[config.mk]
export PLATFORM = sky130hd
export DESIGN_NAME = mac_seq_ctrl
export DESIGN_NICKNAME = d
export VERILOG_FILES = /design/src/rtl/mac_pkg.sv /design/src/rtl/mac_len_cnt.sv /design/src/rtl/mac_seq_ctrl.sv
export SDC_FILE = /design/constraint.sdc
export NUM_CORES = 1
export LEC_CHECK = 0
export CORE_AREA = 2 2 83 77
export DETAILED_ROUTE_END_ITERATION = 12
export DIE_AREA = 0 0 85 79
export PLACE_DENSITY = 0.85
export SYNTH_ARGS = -nofsm -noshare
export SYNTH_HDL_FRONTEND = slang
export SYNTH_SLANG_ARGS = --single-unit
export TNS_END_PERCENT = 20
[constraint.sdc]
create_clock -name clk -period 2.4 [get_ports clk]
set_input_delay 0.24 -clock clk [delete_from_list [all_inputs] [get_ports clk]]
set_output_delay 0.24 -clock clk [all_outputs]
set_load 0.03 [all_outputs]
[src/rtl/mac_pkg.sv]
// Shared definitions for the MAC lane, its job sequencer and the tile scheduler.
package mac_pkg;

  localparam int MAC_OP_W  = 8;
  localparam int MAC_ACC_W = 32;

  typedef enum logic [2:0] {
    IDLE   = 3'd0,
    CLEAR  = 3'd1,
    STREAM = 3'd2,
    DRAIN  = 3'd3,
    DONE   = 3'd4
  } mac_state_e;

  // Operands reach the lane only when enabled; otherwise the lane sees zero and holds.
  function automatic logic [MAC_OP_W-1:0] gate_op(input logic en, input logic [MAC_OP_W-1:0] v);
    return en ? v : {MAC_OP_W{1'b0}};
  endfunction

endpackage

[src/rtl/mac_len_cnt.sv]
// Loadable down-counter tracking the operand pairs still owed to the current job.
module mac_len_cnt #(
  parameter int LEN_W = 8
) (
  input  logic             clk,
  input  logic             rst,
  input  logic             load,
  input  logic             dec,
  input  logic [LEN_W-1:0] load_val,
  output logic             last,
  output logic             zero
);

  logic [LEN_W-1:0] rem;

  // Load wins over decrement; never wraps below zero.
  always_ff @(posedge clk) begin
    if (rst) begin
      rem <= {LEN_W{1'b0}};
    end else if (load) begin
      rem <= load_val;
    end else if (dec && (rem != {LEN_W{1'b0}})) begin
      rem <= rem - LEN_W'(1);
    end else begin
      rem <= rem;
    end
  end

  always_comb begin
    last = (rem == LEN_W'(1));
    zero = (rem == {LEN_W{1'b0}});
  end

endmodule

[src/rtl/mac_seq_ctrl.sv]
// Dot-product job sequencer: clears the MAC lane, streams K operand pairs into it
// and returns the final accumulator on a result handshake.
module mac_seq_ctrl
  import mac_pkg::*;
#(
  parameter int LEN_W = 8,
  parameter int ACC_W = MAC_ACC_W
) (
  input  logic                clk,
  input  logic                rst,
  input  logic                cmd_valid,
  output logic                cmd_ready,
  input  logic [LEN_W-1:0]    cmd_len,
  input  logic                op_valid,
  output logic                op_ready,
  input  logic [MAC_OP_W-1:0] op_a,
  input  logic [MAC_OP_W-1:0] op_b,
  output logic                mac_clr,
  output logic [MAC_OP_W-1:0] mac_a,
  output logic [MAC_OP_W-1:0] mac_b,
  input  logic [ACC_W-1:0]    mac_acc,
  output logic                res_valid,
  input  logic                res_ready,
  output logic [ACC_W-1:0]    res_data,
  output logic [LEN_W-1:0]    res_len,
  output logic                busy
);

  mac_state_e state;
  logic       cmd_hs;
  logic       op_hs;
  logic       cnt_last;
  logic       cnt_zero;

  mac_len_cnt #(.LEN_W(LEN_W)) u_len_cnt (
    .clk      (clk),
    .rst      (rst),
    .load     (cmd_hs),
    .dec      (op_hs),
    .load_val (cmd_len),
    .last     (cnt_last),
    .zero     (cnt_zero)
  );

  // Handshake outputs decode the state; all are forced inactive while rst is high,
  // and the lane is held cleared during reset so a killed job leaves no residue.
  always_comb begin
    cmd_ready = (!rst) && (state == IDLE);
    op_ready  = (!rst) && (state == STREAM);
    res_valid = (!rst) && (state == DONE);
    busy      = (!rst) && (state != IDLE);
    mac_clr   = rst || (state == CLEAR);
    cmd_hs    = cmd_valid && cmd_ready;
    op_hs     = op_valid && op_ready;
    mac_a     = gate_op(op_hs, op_a);
    mac_b     = gate_op(op_hs, op_b);
  end

  // Job FSM plus result register; res_data moves only on the DRAIN edge.
  always_ff @(posedge clk) begin
    if (rst) begin
      state    <= IDLE;
      res_data <= {ACC_W{1'b0}};
      res_len  <= {LEN_W{1'b0}};
    end else begin
      case (state)
        IDLE: begin
          if (cmd_hs) begin
            res_len <= cmd_len;
            state   <= CLEAR;
          end
        end
        CLEAR: begin
          state <= cnt_zero ? DRAIN : STREAM;
        end
        STREAM: begin
          if (op_hs && cnt_last) begin
            state <= DRAIN;
          end
        end
        DRAIN: begin
          res_data <= mac_acc;
          state    <= DONE;
        end
        DONE: begin
          if (res_ready) begin
            state <= IDLE;
          end
        end
        default: begin
          state <= IDLE;
        end
      endcase
    end
  end

endmodule

## Yosys cells after proc, flatten, opt, wreduce, memory -nomap -nowiden

Index checks and enable logic that the tools add are counted.

- Input bits: 61
- Output and inout bits: 61
- Register bits: 51
- Word-level logic and storage cells: 39

- Mux-type cells: 9
- Equal/unequal tests: 8
- Add/sub/neg operators: 1
- Reductions and logical operators: 17

Operators by type and width:

| kind | count |
|---|---|
| 2-to-1 mux 8 bit | 4 |
| case mux 3 bit (5 select lines) | 1 |
| 2-to-1 mux 3 bit | 3 |
| equality test 8 x 1 -> 1 bit (second input constant) | 1 |
| logical AND 1 bit | 8 |
| logical NOT 8 bit | 1 |
| nonzero test 8 bit | 1 |
| subtractor 8 x 1 -> 8 bit (second input constant) | 1 |
| equality test 3 x 2 -> 1 bit (second input constant) | 2 |
| != test 2 bit (second input constant) | 2 |
| equality test 3 x 1 -> 1 bit (second input constant) | 1 |
| equality test 3 bit (second input constant) | 1 |
| logical NOT 3 bit | 1 |
| AND reduction 3 bit | 1 |
| nonzero test 3 bit | 1 |
| != test 2 x 1 -> 1 bit (second input constant) | 1 |
| AND reduction 2 bit | 1 |
| nonzero test 2 bit | 1 |
| logical NOT 1 bit | 1 |
| logical OR 1 bit | 1 |
| 2-to-1 mux 1 bit | 1 |

## Longest topological paths before layout

- Word-level depth: 6
- Gate-level depth with buffers: 7
- Gate-level depth less buffers: 6

## By module

A second synthesis with hierarchy kept.

- Cells, all modules: 282
- Area, all modules: 2268.4 µm²

Modules (own cells, without submodules):

| module | instances | area each (µm²) | seq. area each (µm²) | cells an instance |
|---|---|---|---|---|
| mac_seq_ctrl | 1 | 1744.2 | 860.8 | 220 |
| mac_len_cnt | 1 | 524.3 | 160.2 | 62 |

## Worst setup path after synthesis

OpenSTA, ideal clock, no wires.

- Path kind: register to register
- From: register state[1]
- To: register u_len_cnt.rem[4]
- Slack: -44 ps
- Data required time: 2308 ps
- Arrival time: 2352 ps
- Setup time: 92 ps
- Period minus slack after synthesis: 2444 ps
- Stages on the path, launching flop included: 7
- Cells stage by stage: dfxtp_1 -> buf_4 -> nor4_1 -> and2_1 -> clkbuf_1 -> a211oi_1 -> nor4_1

RTL lines:

| what | line | source |
|---|---|---|
| from (decl) | mac_seq_ctrl.sv:29 | `mac_state_e state;` |
| from (signal assigned) | mac_seq_ctrl.sv:74 | `state <= cnt_zero ? DRAIN : STREAM;` |
| logical NOT 3 bit (*) | mac_seq_ctrl.sv:48 | `cmd_ready = (!rst) && (state == IDLE);` |
| logical AND 1 bit (*) | mac_seq_ctrl.sv:48 |  |
| net cmd_ready | mac_seq_ctrl.sv:12 | `output logic cmd_ready,` |
| logical AND 1 bit (*) | mac_seq_ctrl.sv:53 | `cmd_hs = cmd_valid && cmd_ready;` |
| 2-to-1 mux 8 bit / nonzero test 2 bit (equally long branches) | - |  |
| to (signal assigned) | mac_len_cnt.sv:19 | `rem <= {LEN_W{1'b0}};` |
| to (signal assigned) | mac_len_cnt.sv:21 | `rem <= load_val;` |
| to (signal assigned) | mac_len_cnt.sv:23 | `rem <= rem - LEN_W'(1);` |
| to (decl) | mac_len_cnt.sv:14 | `logic [LEN_W-1:0] rem;` |

Mark *: on every way through the listed nets, which the timed path passes. The rest lies on a longest branch.
A chain may end at the register's enable or synchronous reset.

## Final worst setup path

- From: register state[1]
- To: output mac_a[7]

- Cells in the longest elaborated chain, start to end: 4

RTL lines:

| what | line | source |
|---|---|---|
| equality test 3 x 2 -> 1 bit | mac_seq_ctrl.sv:49 | `op_ready = (!rst) && (state == STREAM);` |
| logical AND 1 bit | mac_seq_ctrl.sv:49 |  |
| logical AND 1 bit | mac_seq_ctrl.sv:54 | `op_hs = op_valid && op_ready;` |
| 2-to-1 mux 8 bit | mac_pkg.sv:17 | `return en ? v : {MAC_OP_W{1'b0}};` |
| to (decl) | mac_seq_ctrl.sv:19 | `output logic [MAC_OP_W-1:0] mac_a,` |

Every way passes these cells.

==> impl_metrics.env <==
export IMPL_status="complete, no violations"
export IMPL_fin_crit_sh_pct=93.63
export IMPL_tightestPinTransition_ns=0.6780
export IMPL_stdcell_count=466
export IMPL_fillers=523
export IMPL_p_seq_share_pct=48.0
export IMPL_powerDensity_mw_per_mm2=556.1
export IMPL_ant_nets=0
export IMPL_clkPwrFrac_pct=27.2
export IMPL_dr_pass1_iters=4
export IMPL_synth_top_area_cell="dfxtp_1"
export IMPL_finClkSkew_ns=0.002378
export IMPL_max_freq_ghz=0.4450
export IMPL_io_buffers=121
export IMPL_synth_edf_count=0
export IMPL_rsz0062_at_grt="no"
export IMPL_num_vias=2296
export IMPL_ir_drop_v=0.0003153
export IMPL_syn2layout_area_growth_pct=61.16
export IMPL_die_area_mm2=0.006715
export IMPL_synth_area_mm2=0.002175
export IMPL_core_area_mm2=0.005912
export IMPL_postCtsSetupRepairBufs=0
export IMPL_gp_congestion=0.8245
export IMPL_start_util_pct=36.78
export IMPL_synth_ff_type="dfxtp_1"
export IMPL_grtUsageTotal_pct=16.86
export IMPL_cts_buffers=5
export IMPL_ios=122
export IMPL_power_mw=1.949
export IMPL_yosysMostFrequentCell="nand2_1"
export IMPL_ys_warn_count=0
export IMPL_rrSetupSlack_ns=0.20
export IMPL_drc=0
export IMPL_final_layout_size_suffix_gt1_share_pct=9.898
export IMPL_leakage_nw=1.307
export IMPL_grt_pass1_vias=2184
export IMPL_p_sw_mw=0.5634
export IMPL_grt_max_degree=34
export IMPL_critPathArrivalTime_ns=2.01
export IMPL_finalWorstSetupSlack_ns=0.1529
export IMPL_clk_pin_slew_worst_paths_ns=0.09
export IMPL_final_max_slew_viol_count=0
export IMPL_die_w_um=85
export IMPL_root_buffer="clkbuf_8"
export IMPL_hold_start="rst"
export IMPL_htree_levels=2
export IMPL_syn_area_per_cell_um2=7.766
export IMPL_path_max_fanout=19
export IMPL_final_area_mm2=0.003505
export IMPL_synth_area_leaders="dfxtp_1 (47%), nand2_1 (15%), a21oi_1 (9.2%)"
export IMPL_cts_sinks=51
export IMPL_place_area_mm2=0.003398
export IMPL_async_flop_share_pct=0
export IMPL_timing_final_crit_period_ns=2.247
export IMPL_drt_iter0_markers=101
export IMPL_hold_viol_final=0
export IMPL_crit_path_end_kind="output pin"
export IMPL_place_inst=458
export IMPL_tns_ns=0
export IMPL_routedWlPerCell_um=12.60
export IMPL_rows=27
export IMPL_antenna_found_initial=0
export IMPL_clkLatencyLatePin_ns=0.29
export IMPL_start_kind="flop"
export IMPL_viasPerCell=4.927
export IMPL_cts_hold_buffers_added=0
export IMPL_place_ws_ns=0.1939
export IMPL_syn_nets=344
export IMPL_setup_violations=0
export IMPL_max_slew_margin_pct=54.38
export IMPL_timing_rr_start="state[1]$_SDFFE_PP0P_"
export IMPL_worstHoldPathType="in2reg"
export IMPL_clk_path_buf_depth=2
export IMPL_ys_seq_elements=51
export IMPL_postSynthCellCount=280
export IMPL_tritoncts="yes"
export IMPL_final_nets=457
export IMPL_die_y_um=79
export IMPL_drv_cap=0
export IMPL_grt_pass1_wl_um=9508
export IMPL_worstPathRequired_ns=2.16
export IMPL_netlist_top_cells_count="nand2_1 (85), dfxtp_1 (51), a21oi_1 (40)"
export IMPL_grt_overflow=0
export IMPL_ys_seq_area_share_pct=46.95
export IMPL_startpoint="state[1]$_SDFFE_PP0P_"
export IMPL_switching_share_pct=28.91
export IMPL_antenna_cells=0
export IMPL_wl_um=5870
export IMPL_combPwrFrac_pct=24.7
export IMPL_synth_top_cell_area_share_pct=46.95
export IMPL_internal_power_mw=1.386
export IMPL_ys_types=37
export IMPL_criticalPathCategory="reg2out"
export IMPL_place_hpwl_um=4407
worst max-delay path, cell delays in order (launching register included):
cell     delay [ns]
dfxtp_1        0.50
or4b_1         0.65
inv_4          0.22
and3_1         0.19
buf_4          0.16
layer usage:
layer  routed length (µm)  GRT usage, %  share of wire (%)
met1                 2564         20.58                 44
met2                 2926         30.00                 50
met3                  369         4.574                6.3
met4                   10         3.016               0.17
met5                    0             0                  0
registers in the layout (all words and copies together), names as in the netlist:
signal and cells:
res_len 8, state 3, res_data 32, u_len_cnt.rem 8
layout make-up:
type                            count  area [µm²]  share of cell area (%)
Multi-Input combinational cell    203        1060                   30.24
Clock buffer                        7       96.34                   2.749
Inverter                            5       21.27                  0.6069
Timing Repair Buffer              127        1209                   34.49
Tap cell                           72       90.09                   2.571
Sequential cell                    51        1021                   29.13
Clock inverter                      1       7.507                  0.2142
per-stage QoR:
| stage | util, % | hold slack, ns |
|---|---|---|
| 3_5_place_dp | 57.48 | 0.4476 |
| 5_1_grt | 59.28 | 0.4299 |
| 3_3_place_gp | 57.48 | 0.4411 |
| 6_report | 59.28 | 0.4076 |
| 2_1_floorplan | - | 0.3673 |
| 4_1_cts | 59.24 | 0.4102 |
kinds of logic after synthesis:
family / count (synthesis) / share of synthesized area [%]
AND/OR/NAND/NOR: 140 / 29.86
buffers and inverters: 26 / 4.717
AO/OA/AOI/OAI: 55 / 14.73
adder cells (fa/ha/maj): 3 / 1.726
flip-flops: 51 / 46.95
XOR/XNOR: 5 / 2.014
what timing repair did:
action | CTS | global route
endpoints found under the hold margin | 0 | 0
resized for setup | 0 | 1
endpoints found under the setup margin | 0 | 13
power groups by stage:
stage | clock network [mW] | logic (mW) | registers [mW]
floorplan | 0 | 0.228 | 0.987
global placement | 0 | 0.474 | 0.950
detailed placement | 0 | 0.482 | 0.954
CTS | 0.552 | 0.485 | 0.934
global route | 0.589 | 0.526 | 0.942
finish | 0.531 | 0.482 | 0.936
cells in the final DEF, fill, tap and decap left out, types with 2 or more instances in the layout:
cell type / n
nor2_1: 9
or4_1: 3
clkdlybuf4s50_1: 103
nand2_1: 85
nand4_1: 2
a211o_1: 2
a211oi_1: 6
inv_1: 4
ha_1: 3
clkbuf_8: 7
o21ai_0: 2
a21oi_1: 40
nand3_1: 2
dfxtp_1: 51
and3_1: 16
nor3_1: 5
nor2b_1: 2
buf_4: 23
xnor2_1: 5
nor4_1: 4
path summary, 6_finish.rpt:
kind	to	cells past startpoint
setup / recovery	mac_a[7]	4
hold / removal	res_data[16]$_SDFFE_PP0N_	3
setup reg to reg	u_len_cnt.rem[7]$_SDFFE_PP0P_	5
hold reg to reg	res_data[10]$_SDFFE_PP0N_	2
(Power assumes the default switching activity.)
==> variant 1 (same settings) <==
Make the reset (`rst`) asynchronous in 2 clocked blocks.
--- a/src/rtl/mac_len_cnt.sv
+++ b/src/rtl/mac_len_cnt.sv
@@ -15,5 +15,5 @@
 
   // Load wins over decrement; never wraps below zero.
-  always_ff @(posedge clk) begin
+  always_ff @(posedge clk or posedge rst) begin
     if (rst) begin
       rem <= {LEN_W{1'b0}};
--- a/src/rtl/mac_seq_ctrl.sv
+++ b/src/rtl/mac_seq_ctrl.sv
@@ -58,5 +58,5 @@
 
   // Job FSM plus result register; res_data moves only on the DRAIN edge.
-  always_ff @(posedge clk) begin
+  always_ff @(posedge clk or posedge rst) begin
     if (rst) begin
       state    <= IDLE;
Check against the original RTL: differs if rst is asserted again (counterexample within 4 cycles, from zero or initial values and one cycle with rst high); with rst held inactive, the same outputs for 10 cycles.
==> variant 1 against the unedited design <==
  * Setup slack improved by 0.062 ns
  * Final area increased by 2.9%
  * Synthesized cell count decreased by 33%
  * Sequential share of layout area increased by 6.3 points
  * Sequential cell count unchanged
  * Via count decreased by 18%
  * Routed wire length decreased by 5.3%
  * Synthesized area increased by 4.5%
  * Count of clock-buffer cells in the layout decreased by 1
Power is not compared: it rests on default switching activity, and its combinational part moved more than twofold at a synthesized area within 25%.
==> variant 1: results <==
[synthesis]
synth_commonest_cells = "dfrtp_1, mux2_2, nand2_1"
asyncSetResetFlopFracSynth_pct = 100
synth_cell_type_count = 32
synth.area.top_cells = "dfrtp_1, mux2_2, nand2_1"
ys_seq_area_share_pct = 56.2
postSynthNetCount = 253

[route]
wl_um = 5560
post_drt_via_cell_ratio = 4.91

[placed_design]
placement.io_buffers = 121
sum_of_net_half_perimeters_after_detailed_placement_um = 4240
gp_congestion = 0.857
placedInstanceArea_sq_mm = 0.00351

[sta]
finClkSkew_ns = 0.00413
tightest_slew_ns = 0.644
finalHoldWorstSlack_ns = 0.485
period_share_pct = 91.0

[clocking]
cts_setup_buffers = 0

[hold_path]
holdPathStages = 2
holdPathEnd = "res_len[5]"
timing.hold.worst.start = "res_len[5]"
holdCritPathClass = "reg2reg"

[status]
outcome = "completed"

[critical_path]
timing.critical_path.from = "state[0]"
r2r_end = "u_len_cnt.rem[1]"
r2r_setup_slack_ns = 0.65
reg2reg_depth = 4

[final_layout]
fillers = 492
share_of_post_route_cells_with_drive_strength_above_1_pct = 21.5
count_of_nets_after_finishing = 375

[grt]
grt_start_max_net_pins = 52
grt_pass1_vias = 1917
gr-usage-all-layers_pct = 16.7
## variant 1: worst max-delay path: stages (launching register included)
cell and delay (ns):
dfrtp_1 0.50, nor4_2 0.40, clkdlybuf4s50_1 0.75
## variant 1: logic make-up after synthesis
group | synth area share (%)
AOI/OAI and AO/OA | 3.30
xor gates and xnor gates | 2.70
adders and majority gates | 1.65
buffers and inverters | 2.97
DFF | 56.2
muxes | 15.9
and+or+nand+nor | 17.3
## variant 1: layout make-up
| cell class | count | share of cell area, % |
|---|---|---|
| Clock buffer | 6 | 2.01 |
| Clock inverter | 2 | 0.347 |
| Inverter | 3 | 0.312 |
| Multi-Input combinational cell | 125 | 25.9 |
| Sequential cell | 51 | 35.4 |
| Tap cell | 72 | 2.50 |
| Timing Repair Buffer | 125 | 33.5 |
## variant 1: power breakdown
group | switching (uW) | internal [uW]
registers | 289 | 1290
clock network | 272 | 204
logic | 1360 | 1200
total | 1920 | 2690
## variant 1: metal layers
metal	vias up	GRT usage [%]	share of wire (%)
li1	892	-	-
met1	900	21.3	41
met2	82	27.5	49
met3	10	4.78	8.5
met4	0	4.92	1.6
met5	-	0	0
## variant 1: what timing repair did
action	CTS	global route
setup endpoints to repair	0	1
hold buffers	0	0
resized for setup	0	1
## variant 1: worst max-delay path by stage
stage,cells past startpoint,end,slack [ns]
detailed placement,3,cmd_ready,0.37
finish,2,cmd_ready,0.22
global placement,3,cmd_ready,0.40
CTS,2,cmd_ready,0.11
global route,2,cmd_ready,0.09
floorplan,6,u_len_cnt.rem[5],0.03
## variant 1: through the flow
step	std cells	util, %	power (uW)
after floorplan	189	-	3110
after global placement	376	59.4	4090
after detailed placement	376	59.4	4160
after CTS	384	60.9	4650
after global routing	384	61.0	4890
final	384	61.0	4610
==> variant 2 (same flow settings) <==
Made on the original files. Set the package constant `MAC_ACC_W` to 48 (it was 32).
--- a/src/rtl/mac_pkg.sv
+++ b/src/rtl/mac_pkg.sv
@@ -3,5 +3,5 @@
 
   localparam int MAC_OP_W  = 8;
-  localparam int MAC_ACC_W = 32;
+  localparam int MAC_ACC_W = 48;
 
   typedef enum logic [2:0] {
Interface: changed (resized mac_acc and res_data); port bits go from 122 to 154. The function was not compared with the original's and may differ.
==> variant 2 against the unedited design <==
  * Synthesized area is 27% higher
  * Fmax is 2.6% higher
  * Setup slack better by 0.058 ns
  * Final area is 26% higher
  * Routed wire length is 31% higher
  * Sequential cell count is 16 higher
  * Highest routed layer unchanged
  * Critical endpoint is now res_valid
  * Total power is 83% higher
  * Clock power is 52% higher
  * First-iteration DRC count is 15% higher
==> variant 2: results <==
[status]
outcome = "completed"

[synthesis]
ys_seq_area_share_pct = 48.7
synth_xor_xnor_area_share_pct = 0.953
synth_compound_area_share_pct = 16.9
synth.mux.area_fraction_pct = 0.409
synth_cell_type_count = 43
synth.area.top_cells = "dfxtp_1, nand2_1, a21oi_1"
yosys_warns = 0
postSynthNetCount = 423
synth_commonest_cells = "nand2_1, dfxtp_1, a21oi_1"
synth_fa_ha_area_share_pct = 1.36

[clocking]
tritoncts.num_buffers = 9
clock_tree.htree_level_count = 3
clock_insertion_delay_worst_skew_ns = 0.32
worst_setup_hold_path_clk_slew_ns = 0.07
cts_setup_buffers = 0
clk_path_buf_depth = 2

[power_and_ir_drop]
cellLeakagePower_uw = 0.00162
vdd_ir_drop_max_v = 0.000579

[critical_path]
critPathArrivalTime_ns = 1.95
reg2reg_depth = 6
timing.critical_path.from = "state[2]"
r2r-start = "u_len_cnt.rem[0]"
r2r_end = "u_len_cnt.rem[1]"
cp_slowest_stage_delay_ns = 0.70
critical_path.max_fanout = 7
crit_path_end = "res_valid"
crit_path_top_delay_cell = "clkdlybuf4s50_1"
r2r_setup_slack_ns = 0.35

[placed_design]
gp_congestion = 0.865
sum_of_net_half_perimeters_after_detailed_placement_um = 5560
placement.io_buffers = 153

[final_layout]
largest_registers = "res_data (48), res_len (8), u_len_cnt.rem (8)"
count_of_nets_after_finishing = 565
share_of_post_route_cells_with_drive_strength_above_1_pct = 9.84
fillers = 452

[route]
wl_met2_um = 3780
post_drt_wl_per_cell_um = 13.7
detailedRoute.firstIterationViolations = 116
met3RoutedLength_um = 620
post_drt_via_cell_ratio = 5.05
m1WireLength_um = 3080

[hold_path]
timing.hold.worst.start = "rst"
holdPathStages = 2
holdPathEnd = "res_data[1]"

[sta]
slew_headroom_pct = 60.7
setup_ws_ns = 0.211
finClkSkew_ns = 0.00474

[grt]
met3_usage_pct = 8.84
grt_start_max_net_pins = 57
grt_pass1_vias = 2658
groute.layer.met1.usage_pct = 25.1
gr-usage-all-layers_pct = 22.6
grt_first_pass_wirelength_um = 12200
met2_usage_pct = 38.5
==> variant 2: cell type report <==
type                    instances  share of cell area, %
multi-input cells             245                   28.9
repair buffers                159                   34.8
inverters                       3                  0.254
clock inverters                 2                  0.282
clock buffers                  12                   3.50
well taps                      72                   2.03
flip-flops and latches         67                   30.3
==> variant 2: stage by stage <==
stage | cells | hold slack, ns | instance area [sq um] | power, uW
floorplan | 343 | 0.367 | 2760 | 2270
global placement | 546 | 0.441 | 4270 | 2740
detailed placement | 546 | 0.446 | 4270 | 2780
CTS | 560 | 0.287 | 4430 | 3580
global route | 560 | 0.309 | 4430 | 3750
finish | 560 | 0.298 | 4430 | 3560
==> variant 2: critical path, delay by kind of cell, from the launching register on <==
kind                   cells  cell delay [ns]
buffers and inverters      1             0.70
flip-flops                 1             0.48
AND/OR/NAND/NOR            2             0.44
==> variant 2: report_power, final <==
part           internal [uW]  total, uW  switching [uW]
Sequential              1260       1390             132
Combinational            585       1350             770
Clock                    419        809             390
